===== config.mk =====
export PLATFORM = sky130hd
export DESIGN_NAME = fft_frame_loader
export DESIGN_NICKNAME = d
export VERILOG_FILES = /design/src/rtl/fft_frame_loader.sv
export SDC_FILE = /design/constraint.sdc
export NUM_CORES = 1
export LEC_CHECK = 0
export BUFFER_PORTS_ARGS = -buffer_cell sky130_fd_sc_hd__buf_2
export CAP_MARGIN = 30
export CORE_ASPECT_RATIO = 0.5
export CORE_UTILIZATION = 45
export CTS_CLUSTER_DIAMETER = 40
export DETAILED_ROUTE_END_ITERATION = 10
export HOLD_SLACK_MARGIN = 0.08
export MAX_ROUTING_LAYER = met4
export PLACE_DENSITY_LB_ADDON = 0.25
export SYNTH_ARGS = -nofsm -noshare
export SYNTH_HDL_FRONTEND = slang
export SYNTH_SLANG_ARGS = --single-unit

===== constraint.sdc =====
create_clock -name clk -period 4.1 [get_ports clk]
set_clock_uncertainty 0.2 [all_clocks]
set_input_delay 0.82 -clock clk [delete_from_list [all_inputs] [get_ports clk]]
set_output_delay 0.82 -clock clk [all_outputs]
set_load 0.05 [all_outputs]

===== src/rtl/fft_frame_loader.sv =====
// Frame sequencer for the radix-2 FFT core: loads N stream samples at bit-reversed
// addresses, starts the core, waits for completion and drains the results to a stream.
module fft_frame_loader #(
  parameter int bit_width = 29,
  parameter int N         = 16,
  parameter int SIZE      = 4
) (
  input  logic                        clk,
  input  logic                        rst_n,
  input  logic                        s_valid,
  output logic                        s_ready,
  input  logic signed [bit_width-1:0] s_re,
  input  logic signed [bit_width-1:0] s_im,
  output logic                        load_data,
  output logic        [SIZE:0]        invert_addr,
  output logic signed [bit_width-1:0] Re_i,
  output logic signed [bit_width-1:0] Im_i,
  output logic                        start_flag,
  input  logic                        finish_FFT,
  output logic                        en_out_data,
  input  logic signed [bit_width-1:0] Re_o,
  input  logic signed [bit_width-1:0] Im_o,
  input  logic                        en_o,
  output logic                        m_valid,
  output logic signed [bit_width-1:0] m_re,
  output logic signed [bit_width-1:0] m_im,
  output logic        [SIZE-1:0]      m_index,
  output logic                        m_last,
  output logic                        frame_done,
  output logic                        busy
);

  localparam logic [2:0] ST_IDLE   = 3'd0;
  localparam logic [2:0] ST_LOAD   = 3'd1;
  localparam logic [2:0] ST_START  = 3'd2;
  localparam logic [2:0] ST_WAIT   = 3'd3;
  localparam logic [2:0] ST_UNLOAD = 3'd4;
  localparam logic [2:0] ST_DONE   = 3'd5;

  localparam logic [SIZE-1:0] LAST = SIZE'(N - 1);

  function automatic logic [SIZE-1:0] bitrev(input logic [SIZE-1:0] k);
    logic [SIZE-1:0] r;
    r = '0;
    for (int b = 0; b < SIZE; b++) begin
      r[b] = k[SIZE-1-b];
    end
    return r;
  endfunction

  logic [2:0]                  state_q, state_d;
  logic [SIZE-1:0]             ld_cnt_q, ld_cnt_d;
  logic [SIZE-1:0]             un_cnt_q, un_cnt_d;
  logic                        load_data_q;
  logic [SIZE:0]               invert_addr_q;
  logic signed [bit_width-1:0] re_i_q, im_i_q;
  logic                        start_flag_q;
  logic                        m_valid_q, m_last_q;
  logic signed [bit_width-1:0] m_re_q, m_im_q;
  logic [SIZE-1:0]             m_index_q;

  logic ld_accept, ld_term, un_capture, un_term;

  assign ld_accept  = (state_q == ST_LOAD) && s_valid;
  assign ld_term    = (ld_cnt_q == LAST);
  // The cycle after the final capture is a tail cycle in UNLOAD; further en_o there is ignored.
  assign un_capture = (state_q == ST_UNLOAD) && en_o && !m_last_q;
  assign un_term    = (un_cnt_q == LAST);

  always_comb begin
    state_d = state_q;
    case (state_q)
      ST_IDLE:   state_d = ST_LOAD;
      ST_LOAD:   if (ld_accept && ld_term) state_d = ST_START;
      ST_START:  state_d = ST_WAIT;
      ST_WAIT:   if (finish_FFT) state_d = ST_UNLOAD;
      ST_UNLOAD: if (m_last_q) state_d = ST_DONE;
      ST_DONE:   state_d = ST_IDLE;
      default:   state_d = ST_IDLE;
    endcase
  end

  always_comb begin
    ld_cnt_d = ld_cnt_q;
    un_cnt_d = un_cnt_q;
    if (state_q == ST_IDLE) begin
      ld_cnt_d = '0;
      un_cnt_d = '0;
    end else begin
      if (ld_accept && !ld_term) ld_cnt_d = ld_cnt_q + 1'b1;
      if (un_capture && !un_term) un_cnt_d = un_cnt_q + 1'b1;
    end
  end

  always_ff @(posedge clk or negedge rst_n) begin
    if (!rst_n) begin
      state_q  <= ST_IDLE;
      ld_cnt_q <= '0;
      un_cnt_q <= '0;
    end else begin
      state_q  <= state_d;
      ld_cnt_q <= ld_cnt_d;
      un_cnt_q <= un_cnt_d;
    end
  end

  // Core load port: one-cycle write latency, address/data hold between strobes.
  always_ff @(posedge clk or negedge rst_n) begin
    if (!rst_n) begin
      load_data_q   <= 1'b0;
      invert_addr_q <= '0;
      re_i_q        <= '0;
      im_i_q        <= '0;
      start_flag_q  <= 1'b0;
    end else begin
      load_data_q  <= ld_accept;
      start_flag_q <= (state_q == ST_START);
      if (ld_accept) begin
        invert_addr_q <= {1'b0, bitrev(ld_cnt_q)};
        re_i_q        <= s_re;
        im_i_q        <= s_im;
      end
    end
  end

  always_ff @(posedge clk or negedge rst_n) begin
    if (!rst_n) begin
      m_valid_q <= 1'b0;
      m_last_q  <= 1'b0;
      m_re_q    <= '0;
      m_im_q    <= '0;
      m_index_q <= '0;
    end else begin
      m_valid_q <= un_capture;
      m_last_q  <= un_capture && un_term;
      if (un_capture) begin
        m_re_q    <= Re_o;
        m_im_q    <= Im_o;
        m_index_q <= un_cnt_q;
      end
    end
  end

  assign s_ready     = (state_q == ST_LOAD);
  assign load_data   = load_data_q;
  assign invert_addr = invert_addr_q;
  assign Re_i        = re_i_q;
  assign Im_i        = im_i_q;
  assign start_flag  = start_flag_q;
  assign en_out_data = (state_q == ST_UNLOAD);
  assign m_valid     = m_valid_q;
  assign m_re        = m_re_q;
  assign m_im        = m_im_q;
  assign m_index     = m_index_q;
  assign m_last      = m_last_q;
  assign frame_done  = (state_q == ST_DONE);
  assign busy        = (state_q != ST_IDLE);

endmodule


======== Yosys cells after proc, flatten, opt, wreduce, memory -nomap -nowiden ========
Index checks and enable logic that the tools add are counted.
cells by class
  equality and inequality tests ........... 10
  reduce and logical (&&, ||, !) cells .... 15
  mux-type cells .......................... 8
  add/sub/neg operators ................... 2
operators with widths
  cell                                                                      count
  4-bit two-way mux                                                         4
  3-bit one-hot mux with 5 select lines                                     1
  3-bit two-way mux                                                         3
  4-bit by 1-bit adder with 4-bit output (second input constant)            2
  4-bit equality test (second input constant)                               2
  1-bit logical AND                                                         7
  3-bit by 2-bit equality test with 1-bit output (second input constant)    2
  3-bit equality test (second input constant)                               2
  2-bit by 1-bit inequality test with 1-bit output (second input constant)  2
  2-bit nonzero test                                                        2
  3-bit by 1-bit equality test with 1-bit output (second input constant)    1
  1-bit zero test                                                           3
  3-bit zero test                                                           1
  3-bit AND reduction                                                       1
  3-bit nonzero test                                                        1
  2-bit inequality test (second input constant)                             1
word-level totals
  flip-flop bits (word level) ............. 139
  output and inout port bits .............. 133
  logic and storage cells ................. 48
  input port bits ......................... 121

======== Longest topological paths before layout ========
Gate-level depths: netlist of run 1.
  depth after elaboration ................. 6
  mapped depth ............................ 7
  mapped depth without buffers ............ 5

======== Worst setup path after synthesis of run 1 ========
OpenSTA, ideal clock, no wires.
  kind .................................... register to output
  start point ............................. register state_q[0]
  end point ............................... output s_ready
  stages on the path, launching flop included .. 3
  required time ........................... 3080 ps
  arrival ................................. 1635 ps
  slack ................................... 1445 ps
  path through ............................ dfrtp_1 > buf_2 > nor3b_1
on the way
  word-level cells in the longest chain between the ends .. 1
RTL lines
  what                                            RTL line  source
  start, declared                                 51        logic [2:0] state_q, state_d;
  start signal, assigned                          101       state_q <= state_d;
  3-bit by 1-bit equality test with 1-bit output  144       assign s_ready = (state_q == ST_LOAD);
  end, declared                                   11        output logic s_ready,
Every way passes these cells.

======== Worst setup path in the final report of run 1 ========
  start point ............................. register state_q[1]
  end point ............................... output busy
on the way
  word-level cells in the longest chain between the ends .. 1
RTL lines
  what                RTL line  source
  3-bit nonzero test  157       assign busy = (state_q != ST_IDLE);
  end, declared       30        output logic busy
Every way passes these cells.

==> results of run 1 <==
routing by layer:
metal / part of all wire (%) / up-vias / global-route usage [%]
met5: 0 / - / -
met4: 1.2 / 0 / 5.85
met3: 5.9 / 11 / 6.33
met2: 48 / 128 / 27.5
met1: 45 / 1810 / 23.1
li1: - / 1707 / -
flip-flops by register name, indices dropped and copies added, names as in the netlist:
name	flops
Im_i	29
ld_cnt_q	4
m_re	29
invert_addr	4
Re_i	29
state_q	3
m_valid	1
un_cnt_q	4
m_im	29
load_data	1
m_index	4
start_flag	1
m_last	1
cells in the final DEF (no fill, tap or decap), types with 2 or more instances in the layout:
cell type,count
sky130_fd_sc_hd__nor3_1,2
sky130_fd_sc_hd__clkbuf_1,2
sky130_fd_sc_hd__clkinv_4,2
sky130_fd_sc_hd__clkbuf_16,17
sky130_fd_sc_hd__bufinv_16,4
sky130_fd_sc_hd__and3_1,3
sky130_fd_sc_hd__mux2i_1,3
sky130_fd_sc_hd__nand2_1,8
sky130_fd_sc_hd__nor2_1,3
sky130_fd_sc_hd__buf_2,251
sky130_fd_sc_hd__clkinvlp_4,3
sky130_fd_sc_hd__inv_6,4
sky130_fd_sc_hd__mux2_2,66
sky130_fd_sc_hd__a21oi_1,2
sky130_fd_sc_hd__mux2_4,58
sky130_fd_sc_hd__buf_4,2
sky130_fd_sc_hd__ha_1,2
sky130_fd_sc_hd__o311ai_0,2
sky130_fd_sc_hd__nand3_1,4
sky130_fd_sc_hd__nand2b_1,3
sky130_fd_sc_hd__a31oi_1,2
sky130_fd_sc_hd__dfrtp_1,139
worst min-delay path by stage:
stage | from | end | slack, ps
CTS | rst_n | Im_i[1] | 230
detailed placement | m_re[27] | m_re[27] | 290
finish | rst_n | Im_i[1] | 200
global placement | m_index[1] | m_index[1] | 290
floorplan | ld_cnt_q[3] | ld_cnt_q[3] | 280
global route | rst_n | Im_i[1] | 240
cell type report:
class / instances / area [µm²] / area share [%]
Timing Repair Buffer: 255 / 1300 / 17.1
Inverter: 3 / 28.8 / 0.378
Clock buffer: 19 / 433 / 5.69
Tap cell: 165 / 206 / 2.71
Sequential cell: 139 / 3480 / 45.7
Clock inverter: 13 / 191 / 2.52
Multi-Input combinational cell: 175 / 1960 / 25.8
cells by family after synthesis:
group                      count (synthesis)  share of synthesized area (%)
and+or+nand+nor                           34                           3.75
AOI/OAI and AO/OA                         11                           1.39
DFF                                      139                           61.3
other                                      1                         0.0661
buffers and inverters                     20                           4.02
muxes                                    127                           29.0
adders and majority gates                  2                          0.441
worst max-delay path, stage by stage (launching register included):
cell                      delay, ps
sky130_fd_sc_hd__dfrtp_1        460
sky130_fd_sc_hd__nor3_1         350
sky130_fd_sc_hd__inv_1          230
sky130_fd_sc_hd__buf_2          270
power by group through the flow:
stage          combinational, mW  sequential (mW)  clock (mW)
2_1_floorplan              0.524             2.83           0
3_3_place_gp                1.95             1.85           0
3_5_place_dp                1.97             1.86           0
4_1_cts                     1.97             1.85        1.65
5_1_grt                     2.04             1.89        1.71
6_report                    1.95             1.84        1.61
stage by stage:
step | util (%) | hold WS (ps)
after floorplan | - | 277
after global placement | 57.9 | 285
after detailed placement | 57.9 | 286
after CTS | 63.1 | 226
after global routing | 63.1 | 242
final | 63.1 | 201
==> results.md, run 1 <==
Run status:
- The flow ran to the end, and the final reports show no timing, DRC or antenna violations.

Synthesis:
- The net count of the mapped netlist is 457.
- By area the synthesized netlist is led by sky130_fd_sc_hd__dfrtp_1 (61%), sky130_fd_sc_hd__mux2_4 (15%), sky130_fd_sc_hd__mux2_2 (13%), sky130_fd_sc_hd__buf_12 (2.1%), sky130_fd_sc_hd__buf_6 (0.60%).
- The combined area of all synthesized cells is 0.00567 mm².
- The number of synthesized flops with an enable pin is 0.
- After synthesis, the mean cell area works out to 17.0 µm².
- In the synthesized netlist the dominant register cell turns out to be sky130_fd_sc_hd__dfrtp_1.
- Sequential elements use 61.3% of the synthesized area.
- The share of flip-flops with an asynchronous set or reset after synthesis is 100%.
- The number of library cell types mapped by synthesis is 38.
- The cell taking the most area after synthesis is sky130_fd_sc_hd__dfrtp_1.
- The synthesized design devotes to its leading area cell type 61.3% of total area.
- In this run, synthesis produced a sequential element count of 139.
- The number of standard cells after synthesis is 334.
- Yosys printed 0 warnings.
- Counting instances in the post-synthesis netlist gives the leading cell types as sky130_fd_sc_hd__dfrtp_1 (139), sky130_fd_sc_hd__mux2_2 (66), sky130_fd_sc_hd__mux2_4 (58).
- The most repeated cell in the gate-level netlist after synthesis is sky130_fd_sc_hd__dfrtp_1.

Place:
- Once placement finished, the instance area stood at 0.00698 mm².
- The worst setup slack after placement is 1600 ps.
- The final HPWL from detailed placement is 7970 µm.
- The final weighted congestion of routability-driven global placement is 0.769.
- The number of input and output port buffers inserted is 252.
- Counting tap cells, the placed design contains a total of 737 instances.

Min path:
- The path type of the worst min-delay path is primary input to async pin.

Worst setup path:
- The arrival time at the worst endpoint is 1710 ps.
- In this run the critical register-to-register path is launched from state_q[1].
- The capture point of the worst reg-to-reg path is Im_i[25].
- Along the worst path, the maximum fanout reaches 10.
- The data required time of the critical path is 3080 ps.
- The critical path starts at state_q[1].
- The setup check on the worst reg-to-reg path leaves a slack of 1940 ps.
- Following the worst setup path forward leads to its endpoint at busy.
- Counting cells, the worst reg-to-reg path comes to 3.
- The classification of the worst setup path is flip-flop to primary output.
- The element type at the critical path start is a flip-flop.
- The worst setup path is captured at a primary output.

Timing:
- Of the available clock period, the critical path in the final layout requires 66.5%.
- For the pin with the worst max-slew slack, the measured transition is 643 ps.
- Setup repair after global routing left no endpoint under its margin.
- The number of max-slew violations in the final report is 0.
- The normalized max-slew margin is 57.2%.
- Setup slack on the critical path of the routed design comes to 1370 ps.
- For the final routed database, the setup TNS stands at 0 ps.
- The worst path needs 2730 ps of the cycle, external delays included.
- Setup violations remaining at the end of the flow were counted as 0.
- Based on the critical path, the design can be clocked at up to 367 MHz.
- The hold violation total from the final report is 0.

Cells and area:
- Counting the fill cells in the layout gives 978.
- Leaving out filler cells and counting taps, the final layout contains 769.
- After the last flow step, the layout net total stands at 714.
- The area growth from synthesis to layout is 34.1%.
- The post-route cell area is 0.00760 mm².
- The fraction of layout instances using a drive strength above 1 is 68.9%.
- 0 antenna diodes ended up in the layout.

Power:
- Of the total power, combinational logic draws 36.1%.
- The proportion of power drawn by the clock network is 29.8%.
- The net switching component of the power is 2.14 mW.
- For this design the static power due to leakage is 4.01 nW.
- The overall power is 5.41 mW.
- In this run the power density over the cells is 711 mW/mm².
- Of the total power, the share spent switching nets is 39.6%.
- The internal power of the cells totals 3.27 mW.
- The share of power burned in registers is 34.1%.
- The worst supply voltage drop on vdd is 492 µV.

Detailed routing:
- The detailed router finished its first iteration with 173 violations.
- The first detailed-routing pass ran for 4 iterations.
- The residual DRC count is 0.
- Across all layers, the routed design uses 3,656 vias.
- Using the TritonRoute via totals, the vias-per-cell ratio works out to 4.75.
- The routed length per placed instance is 15.0 µm.
- The post-detailed-route count of antenna-violating nets is 0.
- Summed over all layers, the routed wires come to 11,600 µm.

Global route:
- After global routing the overflow that remains totals 0.
- The global router's overall resource usage is 18.2%.
- The first global-routing pass estimated 17,700 µm of wire.
- The via count of the first global-routing pass is 3,479.
- Entering global routing, the biggest net connects 71 pins.
- The number of antenna violations at the first check in global routing was 0.

Clocking:
- The root buffer cell chosen for the clock tree is sky130_fd_sc_hd__clkbuf_16.
- The clock latency reported for the late side of the worst-skew pair is 400 ps.
- The clock tree from TritonCTS is yes.
- The H-tree was split into 4 levels.
- The clock-pin transition on the worst setup and hold timing paths is 60 ps.
- In this run, post-CTS hold repair placed 0 buffers.
- The number of setup buffers added after CTS is 0.
- Counting along the longest clock path gives a buffer depth of 2.
- Post-CTS repair changed the size of 0 cells.
- The TritonCTS sink count is 139.
- The total CTS buffers is 17.

Floorplan:
- The cell row count is 28.
- The vertical die dimension is 81.4 µm.
- In this run the horizontal extent of the chip is 161 µm.
- The die area is 0.0131 mm².
- The effective utilization at floorplan is 47.1%.
- 254 I/O pins were placed.
- The core region is 0.0121 mm².

Job:
- The tool flagged a number of max-cap violations equal to 0.
(Power assumes the default switching activity.)
==> run 2, diff against run 1 <==
- ABC_AREA: default -> 1
- CORE_UTILIZATION: 45 -> 42
- clock period: 4.1 -> 2.3 ns (I/O delays scaled with it)
==> run 2 against run 1 <==
  * Flip-flop and latch count is the same
  * Register-to-register slack lost 1700 ps
  * Clock-buffer cell count shrank 1
  * Sequential share of layout area shrank 5.3 points
  * Cell count grew 53%
  * Total power grew to 2.6 times the previous value
  * Sequential power grew 130%
  * Area after synthesis shrank 3.9%
==> results.md, run 2 <==
Run status:
- Status: completed (unchanged).

Worst setup path:
- The element type at the critical path start is a flip-flop (unchanged).
- The biggest cell delay along the critical path is 450 ps (was 460 ps).
- Cells along the critical path: inv_2 > nand3_1 > inv_1 > buf_2 (was nor3_1 > inv_1 > buf_2).
- The arrival time at the worst endpoint is 1480 ps (was 1710 ps).
- The critical path's top delay family is buffers and inverters (unchanged).
- The classification of the worst setup path is flip-flop to primary output (unchanged).
- The data required time of the critical path is 1640 ps (was 3080 ps).
- The number of buffers and inverters on the critical path is 3 (was 2).
- The highest-delay cell along the critical path is sky130_fd_sc_hd__dfrtp_1 (unchanged).
- The largest fanout on the critical path came to 6 (was 10).
- The type of destination of the critical path is a primary output (unchanged).

Floorplan:
- The area inside the core boundary is 0.0122 mm² (was 0.0121 mm²).
- The die area is 0.0135 mm² (was 0.0131 mm²).
- The x dimension of the die is 163 µm (was 161 µm).
- The boundary pin count came to 254 (unchanged).
- The cell row count is 28 (unchanged).
- The effective utilization at floorplan is 44.6% (was 47.1%).
- The vertical die dimension is 82.5 µm (was 81.4 µm).

Synthesis:
- The post-synthesis sequential area ratio was 63.8% (was 61.3%).
- The number of register bits inferred by synthesis came to 139 (unchanged).
- The most repeated cell in the gate-level netlist after synthesis is sky130_fd_sc_hd__nand2_1 (was sky130_fd_sc_hd__dfrtp_1).
- The number of library cell types mapped by synthesis is 22 (was 38).
- The top flip-flop cell by instance count after synthesis is sky130_fd_sc_hd__dfrtp_1 (unchanged).
- The net count of the mapped netlist is 749 (was 457).
- The area share of the leading cell type in the synthesized netlist is 63.8% (was 61.3%).
- Post-synth top cells: sky130_fd_sc_hd__nand2_1 (396), sky130_fd_sc_hd__dfrtp_1 (139), sky130_fd_sc_hd__inv_1 (15) (was sky130_fd_sc_hd__dfrtp_1 (139), sky130_fd_sc_hd__mux2_2 (66), sky130_fd_sc_hd__mux2_4 (58)).
- The mean area per synthesized cell came to 8.70 µm² (was 17.0 µm²).
- Cell types occupying the most area after synthesis: sky130_fd_sc_hd__dfrtp_1 (64%), sky130_fd_sc_hd__nand2_1 (27%), sky130_fd_sc_hd__buf_4 (1.2%), sky130_fd_sc_hd__buf_2 (1.2%), sky130_fd_sc_hd__nand3_1 (1.2%) (was sky130_fd_sc_hd__dfrtp_1 (61%), sky130_fd_sc_hd__mux2_4 (15%), sky130_fd_sc_hd__mux2_2 (13%), sky130_fd_sc_hd__buf_12 (2.1%), sky130_fd_sc_hd__buf_6 (0.60%)).
- The number of standard cells after synthesis is 626 (was 334).
- The number of synthesized flops with an enable pin is 0 (unchanged).
- The count of warnings emitted by yosys came to 0 (unchanged).
- The cell taking the most area after synthesis was sky130_fd_sc_hd__dfrtp_1 (unchanged).
- The combined area of all synthesized cells was 0.00545 mm² (was 0.00567 mm²).
- The share of flip-flops with an asynchronous set or reset after synthesis is 100% (unchanged).

Clocking:
- The clock root buffer is sky130_fd_sc_hd__clkbuf_16 (unchanged).
- The number of setup buffers added after CTS is 0 (unchanged).
- The number of instances resized during post-cts repair was 0 (unchanged).
- The clock-pin transition on the worst setup and hold timing paths is 60 ps (about the same).
- The hold buffer count at CTS is 115 (was 0).
- The maximum level of the CTS H-tree is 4 (unchanged).
- The clock tree from TritonCTS is yes (unchanged).
- The number of buffers on the longest clock path is 2 (unchanged).
- The TritonCTS sink count is 139 (unchanged).
- The clock latency reported for the late side of the worst-skew pair is 400 ps (about the same).
- The total CTS buffers is 17 (unchanged).

Detailed routing:
- The detailed-route vias per instance came to 4.52 (was 4.75).
- The number of vias in the routed layout was 5,297 (was 3,656).
- The violation count after the first detailed-routing iteration is 338 (was 173).
- The residual DRC count came to 0 (unchanged).
- The wire length after detailed routing is 15,300 µm (was 11,600 µm).
- The length of the first detailed-routing pass in iterations is 6 (was 4).
- The routed length per placed instance is 13.1 µm (was 15.0 µm).
- The post-detailed-route count of antenna-violating nets is 0 (unchanged).

Timing:
- The worst setup margin is 158 ps (was 1370 ps).
- The final period utilization is 93.1%.
- The total setup violations reported at the end of the flow was 0 (unchanged).
- Unrepaired setup endpoints after global routing: no (unchanged).
- The number of max-slew violations in the final report is 0 (unchanged).
- The clock period could shrink to 2140 ps.
- The achievable clock frequency is 467 MHz.
- The post-route setup TNS is 0 ps (unchanged).
- The hold violation total from the final report is 0 (unchanged).

Cells and area:
- The number of fill cells in the layout is 913 (was 978).
- The leading cell type in the layout, fill and taps excluded is sky130_fd_sc_hd__nand2_1 (was sky130_fd_sc_hd__buf_2).
- The synthesis-to-finish area growth came to 57.7% (was 34.1%).
- Most used cells in the layout excluding fill and tap cells: sky130_fd_sc_hd__nand2_1 (396), sky130_fd_sc_hd__buf_2 (251), sky130_fd_sc_hd__dfrtp_1 (139) (was sky130_fd_sc_hd__buf_2 (251), sky130_fd_sc_hd__dfrtp_1 (139), sky130_fd_sc_hd__mux2_2 (66)).
- The fraction of layout instances using a drive strength above 1 is 29.8% (was 68.9%).
- The number of nets in the layout is 1,118 (was 714).
- The non-filler instance count after layout is 1,173 (was 769).

Power:
- The leakage power figure is 4.89 nW (was 4.01 nW).
- The worst supply voltage drop on vdd is 1300 µV (was 492 µV).
- The total power density per cell area is 1620 mW/mm² (was 711 mW/mm²).
- The overall power is 13.9 mW (was 5.41 mW).

Global route:
- The global router's overall resource usage is 23.7% (was 18.2%).
- The total overflow reported by the global router is 0 (unchanged).
- The via count of the first global-routing pass was 4,983 (was 3,479).
- The number of antenna violations at the first check in global routing came to 1 (was 0).
- The maximum number of pins on one net before global-route repair is 57 (was 71).
- The wire length of the first global-routing pass is 24,000 µm (was 17,700 µm).

Job:
- The number of maximum-capacitance constraint violations is 0 (unchanged).

Place:
- The final HPWL from detailed placement is 9040 µm (was 7970 µm).
- The final weighted congestion of routability-driven global placement is 0.777 (was 0.769).
- The number of input and output port buffers inserted came to 252 (unchanged).
- The worst setup slack after placement was 291 ps (was 1600 ps).
- The placed instance count is 1,026 (was 737).

Min path:
- The path type of the worst min-delay path is primary input to flip-flop (was primary input to async pin).
==> run 2: cell types whose count changed in the layout (fill, tap and decap cells not counted), moves of 5 or more <==
| cell | change |
|---|---|
| sky130_fd_sc_hd__buf_4 | +5 |
| sky130_fd_sc_hd__dlygate4sd3_1 | +115 |
| sky130_fd_sc_hd__inv_1 | +14 |
| sky130_fd_sc_hd__mux2_2 | -66 |
| sky130_fd_sc_hd__mux2_4 | -58 |
| sky130_fd_sc_hd__nand2_1 | +388 |
| sky130_fd_sc_hd__nand3_1 | +9 |
| sky130_fd_sc_hd__nor2_1 | +9 |
==> run 2: cell families (layout without fill, tap and decap cells) <==
family                   Yosys count  after routing  share of synthesized area (%)
other                              1              2                         0.0688
AO/OA/AOI/OAI                      7              7                          0.689
adder cells (fa/ha/maj)            2              2                          0.459
AND/OR/NAND/NOR                  432            432                           30.8
flip-flops                       139            139                           63.8
buffers and inverters             44            425                           3.95
XOR/XNOR                           1              1                          0.161
==> run 2: tightest hold or removal path: cells and delay by family <==
| family | cells | cell delay, ps |
|---|---|---|
| and+or+nand+nor | 2 | 110 |
| buffers and inverters | 1 | 70 |
==> run 2: final cells by class <==
| type | count | area (µm²) | share of cell area [%] |
|---|---|---|---|
| multi-input combinational | 443 | 1760 | 20.5 |
| clock buffer | 18 | 429 | 4.99 |
| tap | 165 | 206 | 2.40 |
| sequential | 139 | 3480 | 40.5 |
| timing repair buffer | 377 | 2530 | 29.5 |
| inverter | 17 | 63.8 | 0.743 |
| clock inverter | 13 | 121 | 1.41 |
| antenna | 1 | 2.50 | 0.0291 |
==> run 2: worst paths after layout <==
check,from,endpoint,slack [ps],cells after the start
max in group asynchronous,rst_n,Im_i[4],900,3
min reg2reg,Re_i[4],Re_i[4],270,2
min in group asynchronous,rst_n,m_im[10],340,2
max reg2reg,state_q[2],Re_i[26],280,7
min,s_re[26],Re_i[26],90,3
max,state_q[2],s_ready,160,4
==> run 2: per-stage QoR <==
stage	instance area (µm²)	utilization, %	hold WS [ps]
after floorplan	5450	-	-35.6
after global placement	6870	56.2	213
after detailed placement	6890	56.3	218
after CTS	8590	70.3	82.7
after global routing	8590	70.3	91.1
final	8590	70.3	87.4
==> run 2: routing by layer <==
metal | wire length [µm] | share of wire [%] | global-route usage, %
met2 | 7760 | 51 | 40.6
met4 | 235 | 1.5 | 9.63
met5 | 0 | 0 | -
met3 | 786 | 5.1 | 4.20
met1 | 6550 | 43 | 28.2
==> run 2: power breakdown <==
part / leakage [nW] / switching [mW] / internal (mW)
clock: 0.255 / 1.06 / 1.49
sequential: 1.75 / 0.635 / 3.56
combinational: 2.89 / 5.59 / 1.60
total: 4.89 / 7.29 / 6.65
